### src/rtl/beta_solver.sv
// Regression-coefficient stage: beta = inv(X^T X) * X^T Y using one time-shared signed multiplier.
// Define BETA_SAT_EN to clamp out-of-range betas and report them on ovf; otherwise betas wrap.
module beta_solver #(
  parameter int IN_W  = 32,
  parameter int Y_W   = 32,
  parameter int FRAC  = 16,
  parameter int OUT_W = 32
) (
  input  logic             clk,
  input  logic             rst_n,
  input  logic             start,
  input  logic [Y_W-1:0]   y0,
  input  logic [Y_W-1:0]   y1,
  input  logic [Y_W-1:0]   y2,
  input  logic             in_valid,
  output logic             in_ready,
  input  logic [IN_W-1:0]  inv0,
  input  logic [IN_W-1:0]  inv1,
  input  logic [IN_W-1:0]  inv2,
  output logic [OUT_W-1:0] beta0,
  output logic [OUT_W-1:0] beta1,
  output logic [OUT_W-1:0] beta2,
  output logic             o_valid,
  input  logic             o_ready,
  output logic             ovf,
  output logic             busy
);
  localparam int PROD_W = IN_W + Y_W;
  localparam int ACC_W  = PROD_W + 2;

  // Handshakes: a row moves when in_valid && in_ready at a rising edge; betas are
  // consumed when o_valid && o_ready at a rising edge. Both valids are level signals.
  typedef enum logic [1:0] {IDLE, WAIT_ROW, MAC, DONE} state_t;
  state_t state, state_next;

  logic [1:0]              row_idx, mac_cnt;
  logic signed [Y_W-1:0]   y_r   [3];
  logic signed [IN_W-1:0]  row_r [3];
  logic [OUT_W-1:0]        beta_r [3];
  logic signed [ACC_W-1:0] acc, acc_next;
  logic signed [PROD_W-1:0] prod;
  logic [OUT_W-1:0]        beta_val;

  assign prod     = row_r[mac_cnt] * y_r[mac_cnt];
  assign acc_next = acc + {{2{prod[PROD_W-1]}}, prod};

`ifdef BETA_SAT_EN
  localparam int HI_W = ACC_W - FRAC;
  logic [HI_W-1:0]      hi;
  logic [HI_W-OUT_W:0]  top;
  logic                 clip_hit;
  logic                 ovf_r;

  // Dropping the low FRAC bits is the floor shift; the result fits OUT_W only
  // when every bit from OUT_W-1 upward agrees with the sign.
  assign hi  = acc_next[ACC_W-1:FRAC];
  assign top = hi[HI_W-1:OUT_W-1];

  always_comb begin
    clip_hit = !((&top) || !(|top));
    if (!clip_hit)
      beta_val = hi[OUT_W-1:0];
    else if (top[HI_W-OUT_W])
      beta_val = {1'b1, {(OUT_W-1){1'b0}}};
    else
      beta_val = {1'b0, {(OUT_W-1){1'b1}}};
  end
  assign ovf = ovf_r;
`else
  assign beta_val = acc_next[FRAC +: OUT_W];
  assign ovf      = 1'b0;
`endif

  always_ff @(posedge clk) begin
    if (!rst_n) state <= IDLE;
    else        state <= state_next;
  end

  always_comb begin
    state_next = state;
    in_ready   = 1'b0;
    o_valid    = 1'b0;
    busy       = 1'b1;
    case (state)
      IDLE: begin
        busy = 1'b0;
        if (start) state_next = WAIT_ROW;
      end
      WAIT_ROW: begin
        in_ready = 1'b1;
        if (in_valid) state_next = MAC;
      end
      MAC: begin
        if (mac_cnt == 2'd2) state_next = (row_idx == 2'd2) ? DONE : WAIT_ROW;
      end
      DONE: begin
        o_valid = 1'b1;
        if (o_ready) state_next = IDLE;
      end
      default: state_next = IDLE;
    endcase
  end

  always_ff @(posedge clk) begin
    if (!rst_n) begin
      row_idx <= 2'd0;
      mac_cnt <= 2'd0;
      acc     <= '0;
      for (int i = 0; i < 3; i++) begin
        y_r[i]    <= '0;
        row_r[i]  <= '0;
        beta_r[i] <= '0;
      end
`ifdef BETA_SAT_EN
      ovf_r <= 1'b0;
`endif
    end else begin
      case (state)
        IDLE: if (start) begin
          y_r[0]  <= y0;
          y_r[1]  <= y1;
          y_r[2]  <= y2;
          row_idx <= 2'd0;
`ifdef BETA_SAT_EN
          ovf_r   <= 1'b0;
`endif
        end
        WAIT_ROW: if (in_valid) begin
          row_r[0] <= inv0;
          row_r[1] <= inv1;
          row_r[2] <= inv2;
          acc      <= '0;
          mac_cnt  <= 2'd0;
        end
        MAC: begin
          acc     <= acc_next;
          mac_cnt <= mac_cnt + 2'd1;
          if (mac_cnt == 2'd2) begin
            beta_r[row_idx] <= beta_val;
            row_idx         <= row_idx + 2'd1;
`ifdef BETA_SAT_EN
            ovf_r           <= ovf_r | clip_hit;
`endif
          end
        end
        default: ;
      endcase
    end
  end

  assign beta0 = beta_r[0];
  assign beta1 = beta_r[1];
  assign beta2 = beta_r[2];
endmodule

### config.mk
export PLATFORM = sky130hd
export DESIGN_NAME = beta_solver
export DESIGN_NICKNAME = d
export VERILOG_FILES = /design/src/rtl/beta_solver.sv
export SDC_FILE = /design/constraint.sdc
export NUM_CORES = 2
export LEC_CHECK = 0
export BUFFER_PORTS_ARGS = -buffer_cell sky130_fd_sc_hd__buf_2
export CAP_MARGIN = 20
export CELL_PAD_IN_SITES_DETAIL_PLACEMENT = 2
export CELL_PAD_IN_SITES_GLOBAL_PLACEMENT = 2
export CORE_MARGIN = 4
export CORE_UTILIZATION = 44
export CTS_CLUSTER_SIZE = 12
export DETAILED_ROUTE_END_ITERATION = 6
export PLACE_DENSITY_LB_ADDON = 0.1
export RECOVER_POWER = 50
export SYNTH_ARGS = -nofsm -noshare
export SYNTH_HDL_FRONTEND = slang
export SYNTH_SLANG_ARGS = --single-unit
### constraint.sdc
create_clock -name clk -period 15.91 [get_ports clk]
set_input_delay 2.3865 -clock clk [delete_from_list [all_inputs] [get_ports clk]]
set_output_delay 2.3865 -clock clk [all_outputs]
set_load 0.005 [all_outputs]
# After elaboration in Yosys (flattened, before gate mapping)
# Memory sizes are Yosys's and may differ from the RTL's. A register that Yosys moved wholly into a read port is not among the register bits.
# Index checks and enable logic that the tools add are counted.
[totals] reg_bits=72 ramBits=288 inputBits=197 word_cells=75 n_memories=3
[memory_table] memory="beta_r" depth=3 word_bits=32 rd=3 rd_clocked_by_memory_dff=0 write_ports=3 line_no="39" source="logic [OUT_W-1:0] beta_r [3];"
[memory_table] memory="row_r" depth=3 word_bits=32 rd=1 rd_clocked_by_memory_dff=1 write_ports=3 line_no="38" source="logic signed [IN_W-1:0] row_r [3];"
[memory_table] memory="y_r" depth=3 word_bits=32 rd=1 rd_clocked_by_memory_dff=1 write_ports=3 line_no="37" source="logic signed [Y_W-1:0] y_r [3];"
[classes] addsub=3 mul=1 eq_ne=9 n_mux=42 n_bitwise=6 reduce_logical=7
[ops] cell="$mux 32" count=7
[ops] cell="$pmux 66 s2" count=1
[ops] cell="$add 66x66->66" count=1
[ops] cell="$mux 66" count=1
[ops] cell="$mul 32x32->64" count=1
[ops] cell="$reduce_or 32->1" count=1
[ops] cell="$mux 2" count=13
[ops] cell="$mux 1" count=17
[ops] cell="$eq 2x2->1 const B" count=4
[ops] cell="$ne 2x2->1 const B" count=4
[ops] cell="$pmux 2 s2" count=2
[ops] cell="$pmux 2 s4" count=1
[ops] cell="$or 1x1->1" count=6
[ops] cell="$add 2x1->2 const B" count=2
[ops] cell="$reduce_and 4->1" count=1
[ops] cell="$reduce_bool 2->1" count=2
[ops] cell="$reduce_and 3->1" count=1
[ops] cell="$eq 2x1->1 const B" count=1
[ops] cell="$logic_not 2->1" count=1
[ops] cell="$reduce_and 2->1" count=1

# Longest topological paths before layout
[logic_depth] depth_word=7 ltp_mapped=47 ltp_nobuf=40

# Worst setup path after synthesis
# Ideal clock, no wire load.
[synth_timing] kind="register -> register" startpoint="reg (tool-made name)" endpoint="mem beta_r[0][28], data pin" arrival_ns=10.453 required_ns=15.644 setup_slack_ns=5.191 stages_incl_launch_ff=44 n_path_buf=7 period_less_slack_ns=10.719 path_cell_list="dfxtp_1 -> clkbuf_1 -> buf_2 -> buf_2 -> clkbuf_1 -> clkbuf_1 -> clkbuf_1 -> nand2_1 -> o21ai_1 -> clkbuf_1 -> nand2_1 -> fa_1 -> inv_1 -> fa_1 -> fa_1 -> inv_1 -> fa_1 -> inv_1 -> [... 8 more ...] -> nor2b_1 -> a21oi_1 -> and2_1 -> nor2_1 -> a21boi_0 -> o21bai_1 -> a21oi_1 -> xnor2_1 -> ha_1 -> a21o_1 -> o21ai_2 -> or4b_1 -> o31a_2 -> a2111oi_4 -> nor3_2 -> nand2b_4 -> a311oi_2 -> nor2_1"
[synth_rtl] element="end: declaration" line_no="39"

==> out/results.ini <==
[outcome]
violations=max-capacitance violations, max-slew violations
status=finished with violations

[sta]
rsz0062_at_grt=false
hold_violations=0
setup-violations-final=0
slew_viol_final=414
finalWorstSetupSlack_ps=2760
fin_crit_ps=13150
worst_pin_slew_ps=4390
finalSetupTns_ps=0
skew_ps=26.83
fmax_mhz=76.05
period_share=0.8265
maxSlewHeadroom=-1.927

[layout]
fillCellCount=10590
area_delta_synth_final_pct=10.28
fin_nets=6087
finalInstanceArea_sq_um=49110
fin_util=0.4897
drive_above_1_share=0.08781

[yosys]
ys_types=80
syn_area_sq_um=44530
synth.area.top_cells=fa_1 (38%), edfxtp_1 (19%), inv_1 (7.1%), ha_1 (6.2%), nor2_1 (5.4%)
synthMostInstantiatedCell=fa_1
synth_edf_count=288
ys_seq_area_frac=0.2194
synthCells=4608
yosys_register_bits=344
ys_warn_count=0
synth_nets=5867
yosys.area.top_type=fa_1
ys_async_sr_fraction=0
synth_common_cells=fa_1 (840), inv_1 (837), nor2_1 (646), nand2_1 (534), edfxtp_1 (288)
synthFlopType=edfxtp_1
postSynthAreaPerCell_sq_um=9.664
yosys.area.top_type_share=0.3776

[clock_tree]
clkSlewWorstSetupHoldPaths_ps=70
cts_made_buffers=43
clkLatencyLatePin_ps=630
cts_hold_buffers=0
clockBufferDepth=3
postCtsSetupRepairBufs=0
cts_sinks=344
cts_tree=built
h-tree-depth=2
cts_resized=0
ctsRootBufferMaster=clkbuf_16

[placement]
place.gp.congestion=0.9519
dpl_cell_area_sq_um=47740
port_buffers=295
place_ws_ps=3129
place_hpwl_um=142500

[worst_setup_path]
crit_top_cell=fa_1
r2r_end=acc[43]$_SDFFE_PN0P_
crit_type=reg2reg
crit_required_ps=16410
reg2regPathDepth=34
cp_max_fo=46
cpPeakStageDelay_ps=940
crit_path_end_kind=flip-flop
critPathArrivalTime_ps=13650
r2r_slack_ps=2760
start_kind=flip-flop
slowest_stage=o21ai_2

[grt]
grt_use_total=0.3448
grt_max_degree=97
grt_pass1_vias=40980
antenna_found_initial=7
grt_pass1_wl_um=271100
grt_overflow=0

[detailed_routing]
wirelength_um=181600
post-route-drc-count=0
drt_pass1_iterations=5
vias=34740
viasPerCell=5.581
wl_per_cell_um=29.17
drtAntennaViolNets=0
drt_iter0_markers=2527

[floorplanning]
pin_count=297
fp.coreArea_sq_um=100300
start_util=0.4440
num_rows=116
die_width_um=326.1
die-area_sq_um=106400
die_h_um=326.1

[min_path]
holdPathEnd=acc[34]$_SDFFE_PN0P_
hp-start=acc[34]$_SDFFE_PN0P_
holdPathStages=2
hp-class=reg2reg

[job]
cap_violations=6

how the worst max path moves through the flow:
stage,from,end,slack (ps),cells past startpoint
CTS,flip-flop,acc[43]$_SDFFE_PN0P_,2910,36
global route,flip-flop,acc[43]$_SDFFE_PN0P_,2190,36
finish,flip-flop,acc[43]$_SDFFE_PN0P_,2760,34
global placement,flip-flop,acc[43]$_SDFFE_PN0P_,3510,37
detailed placement,flip-flop,acc[43]$_SDFFE_PN0P_,3130,36
floorplan,flip-flop,beta_r[0][28]$_SDFFCE_PN0P_,5190,43
cells by family (layout without fill, tap and decap cells):
| family | Yosys count | after routing | share of synthesized area |
|---|---|---|---|
| AOI/OAI and AO/OA | 439 | 439 | 0.06400 |
| xor gates and xnor gates | 121 | 121 | 0.02427 |
| adders and majority gates | 1062 | 1062 | 0.4400 |
| buffers and inverters | 1061 | 1316 | 0.09019 |
| DFF | 344 | 344 | 0.2194 |
| muxes | 67 | 67 | 0.01506 |
| other | 1 | 6 | 0.00008421 |
| and+or+nand+nor | 1513 | 1513 | 0.1471 |
stage by stage:
step | std cells | hold WS (ps)
after global placement | 6140 | 445.9
after floorplan | 4608 | 430.6
final | 6225 | 460.8
after global routing | 6221 | 493.9
after CTS | 6220 | 462.4
after detailed placement | 6140 | 452.6
registers in the layout, indices dropped and copies added (netlist names), named ones only:
name	count
y_r	96
row_idx	2
acc	48
row_r	96
state	2
mac_cnt	2
beta_r	96
worst max-delay path, delay by kind of cell (launching register included):
family                     cells  cell delay, ps
AOI/OAI and AO/OA              9            3420
xor gates and xnor gates       2             780
buffers and inverters          2             770
DFF                            1             610
muxes                          1             300
and+or+nand+nor               10            1940
adders and majority gates     10            5050
metal layers:
| metal | up-vias | GRT usage | share of wire |
|---|---|---|---|
| met2 | 1265 | 0.5865 | 0.49 |
| met4 | 4 | 0.1508 | 0.054 |
| li1 | 14490 | - | - |
| met5 | - | 0 | 0.00014 |
| met1 | 18570 | 0.4333 | 0.40 |
| met3 | 410 | 0.05958 | 0.060 |
cell usage in the layout, fill, tap and decap left out, types with 7 or more instances in the layout:
master / n
nand2b_1: 14
o21ai_2: 24
and2_1: 62
o21ai_0: 76
mux2i_1: 67
a21boi_0: 8
clkbuf_1: 97
clkinv_2: 8
o21ai_1: 32
clkbuf_16: 43
nand2_1: 534
edfxtp_1: 288
a21oi_1: 91
inv_1: 837
nor2_1: 646
nand4_1: 9
xor2_1: 33
nand3_1: 13
o21bai_1: 13
o21a_1: 69
nor2b_1: 37
buf_4: 98
ha_1: 222
fa_1: 840
and2_0: 154
a22oi_1: 13
a211oi_1: 7
a21o_1: 49
buf_2: 211
xnor2_1: 86
dfxtp_1: 54
area by class of cell:
class                      count  area (sq um)  area share
multi-input combinational   3203         30860      0.6283
clock inverter                27         362.8    0.007388
sequential                   344          9777      0.1991
tap                         1357          1698     0.03457
clock buffer                  53          1134     0.02308
inverter                     838          3146     0.06405
antenna                        5         12.51   0.0002548
timing repair buffer         398          2126     0.04328
Power is not shown: default switching activity piles up to over one toggle a cycle in this logic, so the estimate is an artifact.
